`config.mk`:
```
export PLATFORM = sky130hd
export DESIGN_NAME = serial_add_ctrl_flat
export DESIGN_NICKNAME = d
export VERILOG_FILES = /design/src/rtl/serial_add_ctrl_if.sv /design/src/rtl/serial_add_ctrl.sv /design/src/flat_wrapper.sv
export SDC_FILE = /design/constraint.sdc
export NUM_CORES = 1
export LEC_CHECK = 0
export BUFFER_PORTS_ARGS = -buffer_cell sky130_fd_sc_hd__buf_2
export CORE_AREA = 2 2 64 66
export CTS_CLUSTER_DIAMETER = 60
export DETAILED_ROUTE_END_ITERATION = 8
export DIE_AREA = 0 0 66 68
export GPL_TIMING_DRIVEN = 0
export PLACE_DENSITY = 0.72
export SYNTH_ARGS = -nofsm -noshare
export SYNTH_HDL_FRONTEND = slang
export SYNTH_SLANG_ARGS = --single-unit
export TNS_END_PERCENT = 5
```
`constraint.sdc`:
```
create_clock -name clk -period 1.2 [get_ports clk]
set_input_delay 0.12 -clock clk [delete_from_list [all_inputs] [get_ports clk]]
set_output_delay 0.12 -clock clk [all_outputs]
set_load 0.05 [all_outputs]
```
`src/rtl/serial_add_ctrl_if.sv`:
```
// Requester-side bundle for serial_add_ctrl: operation request plus result.
// The sub select exists only when SERIAL_ADD_SUB_EN is defined.
interface serial_add_ctrl_if #(
  parameter int WIDTH = 8
);
  logic             start;
  logic [WIDTH-1:0] op_a;
  logic [WIDTH-1:0] op_b;
  logic             cin;
`ifdef SERIAL_ADD_SUB_EN
  logic             sub;
`endif
  logic             busy;
  logic             done;
  logic [WIDTH-1:0] sum;
  logic             carry;

  modport master (
`ifdef SERIAL_ADD_SUB_EN
    output sub,
`endif
    output start, op_a, op_b, cin,
    input  busy, done, sum, carry
  );

  modport slave (
`ifdef SERIAL_ADD_SUB_EN
    input  sub,
`endif
    input  start, op_a, op_b, cin,
    output busy, done, sum, carry
  );
endinterface

```
`src/rtl/serial_add_ctrl.sv`:
```
// Bit-serial adder controller sharing one external full_adder cell, LSB first.
// Define SERIAL_ADD_SUB_EN to add the subtract select (two's complement via ~b, cin=1).
module serial_add_ctrl #(
  parameter int WIDTH = 8
) (
  input  logic               clk,
  input  logic               rst,
  serial_add_ctrl_if.slave   req,
  output logic               fa_a,
  output logic               fa_b,
  output logic               fa_cin,
  input  logic               fa_sum,
  input  logic               fa_carry
);
  localparam int CNT_W = $clog2(WIDTH + 1);
  localparam logic [CNT_W-1:0] CNT_LAST = CNT_W'(WIDTH - 1);

  typedef enum logic [1:0] {IDLE, RUN, DONE} state_t;

  state_t           state_q, state_d;
  logic [WIDTH-1:0] a_sh_q, a_sh_d;
  logic [WIDTH-1:0] b_sh_q, b_sh_d;
  logic             c_q, c_d;
  logic [CNT_W-1:0] cnt_q, cnt_d;
  logic [WIDTH-1:0] acc_q, acc_d;
  logic [WIDTH-1:0] sum_q, sum_d;
  logic             carry_q, carry_d;
  logic [WIDTH-1:0] acc_shift;
  logic [WIDTH-1:0] b_load;
  logic             c_load;

  // New sum bit enters at the MSB so the LSB-first stream lands in place.
  generate
    if (WIDTH == 1) begin : g_acc_w1
      assign acc_shift = fa_sum;
    end else begin : g_acc_wn
      assign acc_shift = {fa_sum, acc_q[WIDTH-1:1]};
    end
  endgenerate

`ifdef SERIAL_ADD_SUB_EN
  assign b_load = req.sub ? ~req.op_b : req.op_b;
  assign c_load = req.sub ? 1'b1 : req.cin;
`else
  assign b_load = req.op_b;
  assign c_load = req.cin;
`endif

  always_comb begin
    state_d = state_q;
    a_sh_d  = a_sh_q;
    b_sh_d  = b_sh_q;
    c_d     = c_q;
    cnt_d   = cnt_q;
    acc_d   = acc_q;
    sum_d   = sum_q;
    carry_d = carry_q;
    fa_a    = 1'b0;
    fa_b    = 1'b0;
    fa_cin  = 1'b0;
    case (state_q)
      IDLE: begin
        if (req.start) begin
          a_sh_d  = req.op_a;
          b_sh_d  = b_load;
          c_d     = c_load;
          cnt_d   = '0;
          acc_d   = '0;
          state_d = RUN;
        end
      end
      RUN: begin
        fa_a   = a_sh_q[0];
        fa_b   = b_sh_q[0];
        fa_cin = c_q;
        acc_d  = acc_shift;
        c_d    = fa_carry;
        a_sh_d = a_sh_q >> 1;
        b_sh_d = b_sh_q >> 1;
        cnt_d  = cnt_q + CNT_W'(1);
        if (cnt_q == CNT_LAST) begin
          sum_d   = acc_shift;
          carry_d = fa_carry;
          state_d = DONE;
        end
      end
      DONE: begin
        state_d = IDLE;
      end
      default: begin
        state_d = IDLE;
      end
    endcase
  end

  always_ff @(posedge clk) begin
    if (rst) begin
      state_q <= IDLE;
      a_sh_q  <= '0;
      b_sh_q  <= '0;
      c_q     <= 1'b0;
      cnt_q   <= '0;
      acc_q   <= '0;
      sum_q   <= '0;
      carry_q <= 1'b0;
    end else begin
      state_q <= state_d;
      a_sh_q  <= a_sh_d;
      b_sh_q  <= b_sh_d;
      c_q     <= c_d;
      cnt_q   <= cnt_d;
      acc_q   <= acc_d;
      sum_q   <= sum_d;
      carry_q <= carry_d;
    end
  end

  assign req.busy  = (state_q == RUN);
  assign req.done  = (state_q == DONE);
  assign req.sum   = sum_q;
  assign req.carry = carry_q;
endmodule

```
`src/flat_wrapper.sv`:
```
// flat-port wrapper written by rule: the top's interface ports become plain ports
module serial_add_ctrl_flat 
#(
  parameter int WIDTH = 8
)
  (clk, rst, fa_a, fa_b, fa_cin, fa_sum, fa_carry, req_start, req_op_a, req_op_b, req_cin, req_busy, req_done, req_sum, req_carry);
  serial_add_ctrl_if #(.WIDTH(WIDTH)) req_i ();
  input  logic clk;
  input  logic rst;
  output logic fa_a;
  output logic fa_b;
  output logic fa_cin;
  input  logic fa_sum;
  input  logic fa_carry;
  input wire logic [$bits(req_i.start)-1:0] req_start;
  input wire logic [$bits(req_i.op_a)-1:0] req_op_a;
  input wire logic [$bits(req_i.op_b)-1:0] req_op_b;
  input wire logic [$bits(req_i.cin)-1:0] req_cin;
  output wire logic [$bits(req_i.busy)-1:0] req_busy;
  output wire logic [$bits(req_i.done)-1:0] req_done;
  output wire logic [$bits(req_i.sum)-1:0] req_sum;
  output wire logic [$bits(req_i.carry)-1:0] req_carry;
  assign req_i.start = req_start;
  assign req_i.op_a = req_op_a;
  assign req_i.op_b = req_op_b;
  assign req_i.cin = req_cin;
  assign req_busy = req_i.busy;
  assign req_done = req_i.done;
  assign req_sum = req_i.sum;
  assign req_carry = req_i.carry;
  serial_add_ctrl #(.WIDTH(WIDTH)) u_core (.clk(clk), .rst(rst), .req(req_i), .fa_a(fa_a), .fa_b(fa_b), .fa_cin(fa_cin), .fa_sum(fa_sum), .fa_carry(fa_carry));
endmodule
```
# Word-level counts from Yosys, hierarchy flattened
# Cells that the tools add are included.
# W data, S select, Z words.
dict set report classes {
  addsub 1
  eq_ne 5
  muxes 16
  reduce_logical 5
}
# operator n
set op_table {}
lappend op_table {{$pmux W8 S2} 3}
lappend op_table {{$mux W8} 3}
lappend op_table {{$pmux W4 S2} 1}
lappend op_table {{$reduce_and A2 Y1} 3}
lappend op_table {{$add A4 B1 Y4 const B} 1}
lappend op_table {{$eq A4 B3 Y1 const B} 1}
lappend op_table {{$mux W1} 4}
lappend op_table {{$mux W2} 2}
lappend op_table {{$mux W4} 1}
lappend op_table {{$pmux W2 S2} 1}
lappend op_table {{$eq A2 B1 Y1 const B} 1}
lappend op_table {{$eq A2 B2 Y1 const B} 1}
lappend op_table {{$logic_not A2 Y1} 1}
lappend op_table {{$ne A2 B1 Y1 const B} 1}
lappend op_table {{$ne A2 B2 Y1 const B} 1}
lappend op_table {{$pmux W1 S2} 1}
lappend op_table {{$reduce_bool A2 Y1} 1}
dict set report totals {
  word_cells 35
  regBits 40
  inputBits 22
  output_inout_bits 14
}

# Logic depth before layout (Yosys ltp)
# Gate-level depths: netlist of the first run.
dict set report depth {
  depth_word 3
  ltp_mapped 6
}

# Least setup slack after synthesis of the first run
# Ideal clock, no wire load.
dict set report synth_path {
  path_type {register to output}
  startpoint {register u_core.state_q[1]}
  endpoint {output port fa_a}
  t_required_ps 1080
  n_path_buf 2
  stages_incl_launch_ff 6
  arrival_ps 1532
  path_slack_ps -452
  path_cell_list {dfxtp_1 buf_6 nand2b_1 buf_6 inv_1 and2_1}
}
dict set report synth_via {
  elab_chain_cells 2
}
# element line
set synth_lines {}
lappend synth_lines {{from (decl)} serial_add_ctrl.sv:20} ;# state_t state_q, state_d;
lappend synth_lines {{from (signal assigned)} serial_add_ctrl.sv:107} ;# state_q <= state_d;
lappend synth_lines {{$eq A2 B1 Y1} --}
lappend synth_lines {{via req_busy} flat_wrapper.sv:19} ;# output wire logic [$bits(req_i.busy)-1:0] req_busy;
lappend synth_lines {{$mux W1} serial_add_ctrl.sv:61} ;# case (state_q)
lappend synth_lines {{to (decl)} flat_wrapper.sv:10} ;# output logic fa_a;
# The timed path passes the listed nets, and every way through them passes these cells.

# Final worst setup path of the first run
dict set report layout_path {
  startpoint {register u_core.state_q[0]}
  endpoint {register u_core.a_sh_q[4]}
}
dict set report layout_via {
  elab_chain_cells 3
  word_cells_on_any_way 6
}
# element line
set layout_lines {}
lappend layout_lines {{$eq A2 B1 Y1 / $logic_not A2 Y1 (equally long branches)} serial_add_ctrl.sv:61}
lappend layout_lines {{$reduce_bool A2 Y1 (no line) / $ne A2 B2 Y1 (equally long branches)} --}
lappend layout_lines {{$reduce_and A2 Y1 (no line)} --}
lappend layout_lines {{to (signal assigned)} serial_add_ctrl.sv:108} ;# a_sh_q <= a_sh_d;
lappend layout_lines {{to (decl)} serial_add_ctrl.sv:21} ;# logic [WIDTH-1:0] a_sh_q, a_sh_d;
# Parallel ways exist; a longest one is shown, timed or not.
# A chain may end at the register's enable or synchronous reset.

==> flow_metrics.env, run 1 <==
export IMPL_synthTopCellsByCount="dfxtp_1, nand2b_1, nor2_1"
export IMPL_p_leak_nw=0.920
export IMPL_yosys_area_share_adder_pct=0.718
export IMPL_violations="setup timing"
export IMPL_power_mw=2.87
export IMPL_initial_core_util_pct=45.2
export IMPL_async_reset_ff_share_pct=0
export IMPL_hpwl_um=2490
export IMPL_muxShareOfSynthArea_pct=5.17
export IMPL_rows=23
export IMPL_synth_xor_area_share_pct=0
export IMPL_synth_cell_types=29
export IMPL_gr_total_overflow=0
export IMPL_routed_via_count=1465
export IMPL_layout_min_cycle_time_ns=1.39
export IMPL_ir_drop_v=0.000706
export IMPL_start_kind="flip-flop"
export IMPL_cts_sinks=39
export IMPL_yosysTopAreaCell="dfxtp_1"
export IMPL_synth_edff_count=0
export IMPL_rsz0062_at_grt="true"
export IMPL_grt_usage_pct=18.5
export IMPL_netlist_area_leader_share_pct=44.8
export IMPL_grt_met2_usage_pct=29.5
export IMPL_cts_hold_buf=0
export IMPL_area_growth_pct=31.5
export IMPL_first_pass_iters=4
export IMPL_setup_viol=35
export IMPL_crit_path_end_kind="flip-flop"
export IMPL_drc=0
export IMPL_hold_viol=0
export IMPL_clk_insertion_delay_late_ns=0.29
export IMPL_slew_violations=0
export IMPL_drt_wl_total_um=3770
export IMPL_syn_area_um2=1740
export IMPL_grt_max_degree=12
export IMPL_grt_pass1_wl_um=6260
export IMPL_fill_cells=350
export IMPL_synth_compound_area_share_pct=12.6
export IMPL_synth_simple_area_share_pct=31.7
export IMPL_max_freq_mhz=718
export IMPL_ys_warn_count=0
export IMPL_routedWlPerCell_um=13.1
export IMPL_relSlewSlack_pct=70.9
export IMPL_multi_input_area_um2=956
export IMPL_die_w_um=66
export IMPL_hold_class="in2reg"
export IMPL_drtIter0Drc=94
export IMPL_fp_dieH_um=68
export IMPL_yosysMostFrequentCell="dfxtp_1"
export IMPL_placed_area_um2=2010
export IMPL_pwr_density_cell_nw_per_um2=1250
export IMPL_synth_area_top_cells="dfxtp_1, nand2b_1, or3b_2"
export IMPL_antenna_found_initial=0
export IMPL_ant_nets=0
export IMPL_root_buffer="clkbuf_8"
export IMPL_drv_cap=0
export IMPL_hold_worst_slack_ns=0.0444
export IMPL_min_period_over_period_pct=116
export IMPL_ys_seq_area_share_pct=44.8
export IMPL_cts_made_buffers=5
export IMPL_final_nets=259
export IMPL_synth_top_family_by_area="simple AND/OR/NAND/NOR gates"
export IMPL_core_area_um2=3860
export IMPL_arrival_ns=1.55
export IMPL_syn_inst=187
export IMPL_cts_tree="done"
export IMPL_io_pins=36
export IMPL_htreeDepth=2
export IMPL_setup_ws_ns=-0.192
export IMPL_regArea_um2=793
export IMPL_port_buffers=35
export IMPL_via_per_inst=5.10
export IMPL_path_max_fanout=10
export IMPL_antenna_cells=0
export IMPL_syn_nets=210
export IMPL_grt_pass1_vias=1395
export IMPL_synth_flop_cell="dfxtp_1"
export IMPL_routabilityCongestion=0.754
export IMPL_layout_drive_gt1_share_pct=41.4
export IMPL_stdcell_area_um2=2290
export IMPL_worst_pin_slew_ns=0.437
export IMPL_outcome="finished, violations left"
export IMPL_clkTransAtPathRegs_ns=0.07
export IMPL_clk_path_buf_depth=2
export IMPL_die_area_um2=4490
export IMPL_cp_required_ns=1.36
export IMPL_gr_usage_met3_pct=5.26
export IMPL_grtUsageMet1_pct=23.9
export IMPL_top_usage_layer="met2"
export IMPL_fin_skew_ns=0.00417
export IMPL_ys_ff_latch=39
export IMPL_setup_worst_path_class="reg2reg"
export IMPL_avgSynthCellArea_um2=9.31
## repair_timing
item | CTS | global route
endpoints found under the setup margin | 42 | 42
resized for setup | 26 | 15
setup buffers | 6 | 3
pin swaps | 3 | 5
## sequential cells by signal, indices dropped and copies added (netlist names)
name / cells
u_core.a_sh_q: 8
u_core.req.sum: 8
u_core.state_q: 2
u_core.c_q: 1
u_core.b_sh_q: 8
u_core.acc_q: 7
u_core.req.carry: 1
u_core.cnt_q: 4
## placed cells by master (no fill, tap or decap), drive strengths merged
cell type  instances
a211oi             1
a21o               1
a21oi             14
a221o              2
a22o              10
a31oi              1
and2               5
buf               54
clkbuf            11
clkinvlp           1
dfxtp             39
ha                 1
mux2i              9
nand2              2
nand2b            34
nand3              2
nand3b             1
nor2              17
nor2b              1
nor3              14
nor4b              1
o21ba              1
o32a               1
or3                1
or3b              13
## power by group
group | switching (mW) | internal (mW) | total (mW)
Combinational | 0.251 | 0.251 | 0.502
Sequential | 0.0500 | 1.37 | 1.42
Clock | 0.430 | 0.524 | 0.955
Total | 0.731 | 2.14 | 2.87
## layout make-up
class | instances | share of cell area (%)
repair buffers | 44 | 12.4
clock buffers | 8 | 4.37
well taps | 50 | 2.73
flip-flops and latches | 39 | 34.6
plain buffers | 13 | 3.82
multi-input cells | 132 | 41.7
inverters | 1 | 0.328
## metrics by stage
| step | std cells | util (%) | setup TNS, ns | setup WS, ns |
|---|---|---|---|---|
| floorplan | 187 | - | -2.48 | -0.114 |
| global placement | 272 | 52.1 | -7.39 | -0.261 |
| detailed placement | 272 | 52.1 | -7.71 | -0.269 |
| CTS | 285 | 57.9 | -4.42 | -0.213 |
| global route | 287 | 59.4 | -5.36 | -0.233 |
| finish | 287 | 59.4 | -3.73 | -0.192 |
## cells by family after synthesis
| family | after synthesis |
|---|---|
| AOI/OAI and AO/OA | 31 |
| adders and majority gates | 1 |
| buffers and inverters | 16 |
| DFF | 39 |
| muxes | 9 |
| and+or+nand+nor | 91 |
## per-layer routing
layer,vias to the layer above,part of all wire (%)
li1,742,-
met1,682,46
met2,32,47
met3,9,4.4
met4,0,2.1
met5,-,0
## critical path: stages, from the launching register on
cell and delay [ns]:
dfxtp_4 0.38, clkbuf_4 0.19, or3b_2 0.47, a21oi_1 0.16, nor3_1 0.06
## path summary, 6_finish.rpt
kind,start,to,slack (ns),depth (start not counted)
max,u_core.state_q[0],u_core.a_sh_q[4],-0.19,4
min,req_op_b[7],u_core.b_sh_q[7],0.04,2
max reg2reg,u_core.state_q[0],u_core.a_sh_q[4],-0.19,4
min reg2reg,u_core.req.carry,u_core.req.carry,0.47,2
Note: power is estimated with default switching activity, not from simulation.
==> inputs of run 2 (changes only) <==
--- a/config.mk
+++ b/config.mk
@@ -11,6 +11,7 @@
 export DETAILED_ROUTE_END_ITERATION = 8
 export DIE_AREA = 0 0 66 68
 export GPL_TIMING_DRIVEN = 0
+export MAX_ROUTING_LAYER = met4
 export PLACE_DENSITY = 0.72
 export SYNTH_ARGS = -nofsm -noshare
 export SYNTH_HDL_FRONTEND = slang
==> constraint.sdc (replaced) <==
create_clock -name clk -period 1.2 [get_ports clk]
set_input_delay 0 -clock clk [delete_from_list [all_inputs] [get_ports clk]]
set_output_delay 0 -clock clk [all_outputs]
set_load 0.05 [all_outputs]
==> flow_metrics.env, run 2 (synthesized netlist as in run 1, its figures left out) <==
export IMPL_setup_ws_ns=-0.119
export IMPL_ir_drop_v=0.000863
export IMPL_antenna_found_initial=0
export IMPL_hold_viol=0
export IMPL_grt_max_degree=14
export IMPL_io_pins=36
export IMPL_fin_skew_ns=0.00669
export IMPL_root_buffer="clkbuf_8"
export IMPL_worst_pin_slew_ns=0.506
export IMPL_port_buffers=35
export IMPL_cts_tree="done"
export IMPL_grt_met2_usage_pct=31.1
export IMPL_hold_class="in2reg"
export IMPL_die_w_um=66
export IMPL_first_pass_iters=4
export IMPL_crit_path_end_kind="output pin"
export IMPL_violations="setup timing"
export IMPL_multi_input_area_um2=1000
export IMPL_via_per_inst=5.04
export IMPL_outcome="finished, violations left"
export IMPL_cts_made_buffers=5
export IMPL_grt_pass1_wl_um=6530
export IMPL_clk_path_buf_depth=2
export IMPL_gr_total_overflow=0
export IMPL_p_leak_nw=0.991
export IMPL_mostFrequentLayoutCells="dfxtp_1, buf_2, nand2b_1"
export IMPL_setup_worst_path_class="reg2out"
export IMPL_initial_core_util_pct=45.2
export IMPL_final_nets=264
export IMPL_start_kind="flip-flop"
export IMPL_slew_violations=0
export IMPL_grt_pass1_vias=1315
export IMPL_cp_required_ns=1.20
export IMPL_gr_usage_met3_pct=3.45
export IMPL_routedWlPerCell_um=14.1
export IMPL_ant_nets=0
export IMPL_mostFrequentLayoutCell="dfxtp_1"
export IMPL_rsz0062_at_grt="true"
export IMPL_grtUsageMet1_pct=26.4
export IMPL_antenna_cells=0
export IMPL_path_max_fanout=6
export IMPL_rows=23
export IMPL_layout_min_cycle_time_ns=1.32
export IMPL_routed_via_count=1472
export IMPL_grt_usage_pct=20.2
export IMPL_pwr_density_cell_nw_per_um2=1340
export IMPL_area_growth_pct=42.4
export IMPL_clk_insertion_delay_late_ns=0.29
export IMPL_regArea_um2=791
export IMPL_relSlewSlack_pct=66.2
export IMPL_hpwl_um=2470
export IMPL_die_area_um2=4490
export IMPL_max_freq_mhz=758
export IMPL_placed_area_um2=2030
export IMPL_stdcell_area_um2=2480
export IMPL_power_mw=3.31
export IMPL_arrival_ns=1.32
export IMPL_drv_cap=0
export IMPL_core_area_um2=3860
export IMPL_routabilityCongestion=0.807
export IMPL_top_usage_layer="met2"
export IMPL_drt_wl_total_um=4120
export IMPL_clkTransAtPathRegs_ns=0.08
export IMPL_fp_dieH_um=68
export IMPL_fill_cells=318
export IMPL_drtIter0Drc=59
export IMPL_htreeDepth=2
export IMPL_cts_sinks=39
export IMPL_layout_drive_gt1_share_pct=43.8
export IMPL_drc=0
export IMPL_min_period_over_period_pct=110
export IMPL_setup_viol=35
-- run 2: cell type report --
cell class / instances / share of cell area, %
tap: 50 / 2.52
clock buffer: 5 / 2.77
buffer: 13 / 4.84
clock inverter: 3 / 2.72
multi-input combinational: 132 / 40.5
inverter: 1 / 0.303
timing repair buffer: 49 / 14.4
sequential: 39 / 31.9
-- run 2: what timing repair did --
item | in CTS | in global routing
pin swaps | 25 | 6
cloned | 2 | 1
buffers inserted | 7 | 0
gates resized for setup | 45 | 13
hold endpoints to repair | 5 | 0
endpoints found under the setup margin | 41 | 42
hold buffers | 4 | 0
-- run 2: final timing paths --
path / startpoint / endpoint / slack (ns) / cells past startpoint
setup / recovery: u_core.state_q[1] / fa_cin / -0.12 / 5
hold / removal: req_op_b[2] / u_core.b_sh_q[2] / 0.02 / 3
setup reg to reg: u_core.state_q[0] / u_core.b_sh_q[6] / -0.11 / 4
hold reg to reg: u_core.req.sum[2] / u_core.req.sum[2] / 0.47 / 2
-- run 2: per-stage QoR --
| stage | TNS [ns] | utilization (%) | hold slack [ns] | worst slack, ns | instances |
|---|---|---|---|---|---|
| after detailed placement | -5.21 | 52.8 | 0.223 | -0.242 | 272 |
| after floorplan | -1.29 | - | 0.133 | -0.0507 | 187 |
| after global placement | -4.67 | 52.8 | 0.217 | -0.198 | 272 |
| after global routing | -3.15 | 64.3 | 0.0220 | -0.166 | 292 |
| after CTS | -2.43 | 62.9 | 0.0121 | -0.104 | 291 |
| final | -1.66 | 64.3 | 0.0154 | -0.119 | 292 |
-- run 2: routing by layer --
layer	vias up	part of all wire, %
met4	0	1.2
met2	25	49
li1	754	-
met1	688	47
met3	5	3.0
met5	-	0
-- run 2: critical path: stages, from the launching register on --
cell and delay [ns]:
dfxtp_2 0.33, buf_6 0.12, nand2b_4 0.17, clkinvlp_4 0.12
and2_4 0.15, buf_8 0.14
-- run 2: power by group --
part / switching, mW / internal [mW]
Clock: 0.472 / 0.829
Combinational: 0.277 / 0.315
Sequential: 0.0522 / 1.37
Total: 0.801 / 2.51
==> inputs of run 3 (changes only) <==
--- a/config.mk
+++ b/config.mk
@@ -13,6 +13,7 @@
 export GPL_TIMING_DRIVEN = 0
 export MAX_ROUTING_LAYER = met4
 export PLACE_DENSITY = 0.72
+export SKIP_LAST_GASP = 1
 export SYNTH_ARGS = -nofsm -noshare
 export SYNTH_HDL_FRONTEND = slang
 export SYNTH_SLANG_ARGS = --single-unit
==> flow_metrics.env, run 3 (synthesized netlist as in run 1, its figures left out) <==
export IMPL_outcome="finished, violations left"
export IMPL_violations="setup timing"
export IMPL_drtIter0Drc=57
export IMPL_min_from="req_op_b[4]"
export IMPL_seq_power_share_pct=43.4
export IMPL_hold_viol=0
export IMPL_arrival_ns=1.48
export IMPL_die_w_um=66
export IMPL_hold_class="in2reg"
export IMPL_min_period_over_period_pct=109
export IMPL_drt_wl_total_um=4040
export IMPL_mostFrequentLayoutCells="buf_2, dfxtp_1, nand2b_1"
export IMPL_slew_violations=0
export IMPL_swShare_pct=23.8
export IMPL_fill_cells=323
export IMPL_setup_ws_ns=-0.111
export IMPL_crit_path_end_kind="flip-flop"
export IMPL_htreeDepth=2
export IMPL_crit_start="u_core.state_q[0]"
export IMPL_r2r_start="u_core.state_q[0]"
export IMPL_grt_max_degree=14
export IMPL_clkTransAtPathRegs_ns=0.07
export IMPL_ir_drop_v=0.000848
export IMPL_routedWlPerCell_um=13.9
export IMPL_antenna_cells=0
export IMPL_root_buffer="clkbuf_8"
export IMPL_grt_pass1_vias=1327
export IMPL_intPower_mw=2.49
export IMPL_comb_power_share_pct=17.2
export IMPL_io_pins=36
export IMPL_setup_worst_path_class="reg2reg"
export IMPL_final_cells=291
export IMPL_via_per_inst=5.08
export IMPL_cts_made_buffers=5
export IMPL_grt_usage_pct=20.3
export IMPL_power_mw=3.27
export IMPL_setup_viol=40
export IMPL_pwr_density_cell_nw_per_um2=1350
export IMPL_rows=23
export IMPL_stdcell_area_um2=2430
export IMPL_die_area_um2=4490
export IMPL_clk_insertion_delay_late_ns=0.29
export IMPL_worst_pin_slew_ns=0.477
export IMPL_port_buffers=35
export IMPL_p_leak_nw=0.977
export IMPL_antenna_found_initial=0
export IMPL_fp_dieH_um=68
export IMPL_drv_cap=0
export IMPL_core_area_um2=3860
export IMPL_finalSetupTns_ns=-2.30
export IMPL_clk_path_buf_depth=2
export IMPL_grt_pass1_wl_um=6580
export IMPL_area_growth_pct=39.8
export IMPL_first_pass_iters=5
export IMPL_relSlewSlack_pct=68.2
export IMPL_p_clk_share_pct=39.4
export IMPL_rsz0062_at_grt="true"
export IMPL_routed_via_count=1478
export IMPL_hpwl_um=2470
export IMPL_final_nets=263
export IMPL_placed_area_um2=2030
export IMPL_drc=0
export IMPL_layout_drive_gt1_share_pct=43.2
export IMPL_ant_nets=0
export IMPL_p_switching_mw=0.781
export IMPL_min_path_cells=3
export IMPL_fin_skew_ns=0.00847
export IMPL_layout_min_cycle_time_ns=1.31
export IMPL_rr_worst_depth=4
export IMPL_cts_tree="done"
export IMPL_path_max_fanout=6
export IMPL_routabilityCongestion=0.807
export IMPL_initial_core_util_pct=45.2
export IMPL_gr_total_overflow=0
export IMPL_cp_required_ns=1.37
export IMPL_start_kind="flip-flop"
export IMPL_place_inst=272
export IMPL_max_freq_mhz=763
export IMPL_cts_sinks=39
## run 3: cell types whose count changed in the layout (fill, tap and decap cells not counted)
| cell | previous run | this run |
|---|---|---|
| a21oi_1 | 1 | 2 |
| a21oi_2 | 13 | 12 |
| buf_2 | 34 | 35 |
| buf_6 | 6 | 3 |
| buf_8 | 3 | 2 |
| clkbuf_4 | 0 | 2 |
| dfxtp_2 | 2 | 3 |
| dfxtp_4 | 2 | 1 |
| nor2_2 | 1 | 2 |
| nor2_4 | 2 | 1 |
| or3b_2 | 2 | 4 |
| or3b_4 | 11 | 9 |
## run 3: final timing paths
kind	endpoint	slack [ns]
hold / removal	u_core.b_sh_q[4]	0.02
setup / recovery	u_core.b_sh_q[1]	-0.11
hold reg to reg	u_core.req.sum[2]	0.47
setup reg to reg	u_core.b_sh_q[1]	-0.11
## run 3: stage by stage
| stage | hold WS [ns] | setup WS [ns] | utilization [%] |
|---|---|---|---|
| floorplan | 0.133 | -0.0507 | - |
| global placement | 0.217 | -0.198 | 52.8 |
| detailed placement | 0.223 | -0.242 | 52.8 |
| CTS | 0.0121 | -0.104 | 62.3 |
| global route | 0.0220 | -0.167 | 63.1 |
| finish | 0.0183 | -0.111 | 63.1 |
## run 3: power by group through the flow
stage	combinational [mW]	sequential, mW	clock (mW)
2_1_floorplan	0.342	1.43	0
4_1_cts	0.549	1.41	1.31
3_5_place_dp	0.441	1.44	0
3_3_place_gp	0.435	1.44	0
5_1_grt	0.615	1.43	1.39
6_report	0.563	1.42	1.29
## run 3: layout make-up
cell class	count	area, um2	share of cell area, %
buffer	13	109	4.47
multi-input combinational	132	991	40.7
timing repair buffer	48	340	14.0
clock buffer	5	68.8	2.83
clock inverter	3	67.6	2.77
tap	50	62.6	2.57
inverter	1	7.51	0.308
sequential	39	788	32.4
## run 3: what timing repair did
action,in CTS,in global routing
gates cloned,2,0
pin swaps,14,1
buffers inserted,7,0
setup endpoints to repair,41,43
gates resized for setup,38,7
hold buffers,4,0
endpoints found under the hold margin,5,0
## run 3: worst max-delay path, cell delays in order, from the launching register on
cell	delay, ns
dfxtp_4	0.39
clkbuf_8	0.16
or3b_2	0.47
a21oi_2	0.12
nor3_1	0.05
## run 3: per-layer routing
| layer | up-vias | share of wire (%) | wire length [um] | track usage [%] |
|---|---|---|---|---|
| met5 | - | 0 | 0 | - |
| met4 | 0 | 1.2 | 48 | 7.65 |
| met3 | 5 | 3.3 | 133 | 3.45 |
| met2 | 25 | 49 | 1980 | 32.1 |
| met1 | 692 | 46 | 1880 | 26.3 |
| li1 | 756 | - | - | - |
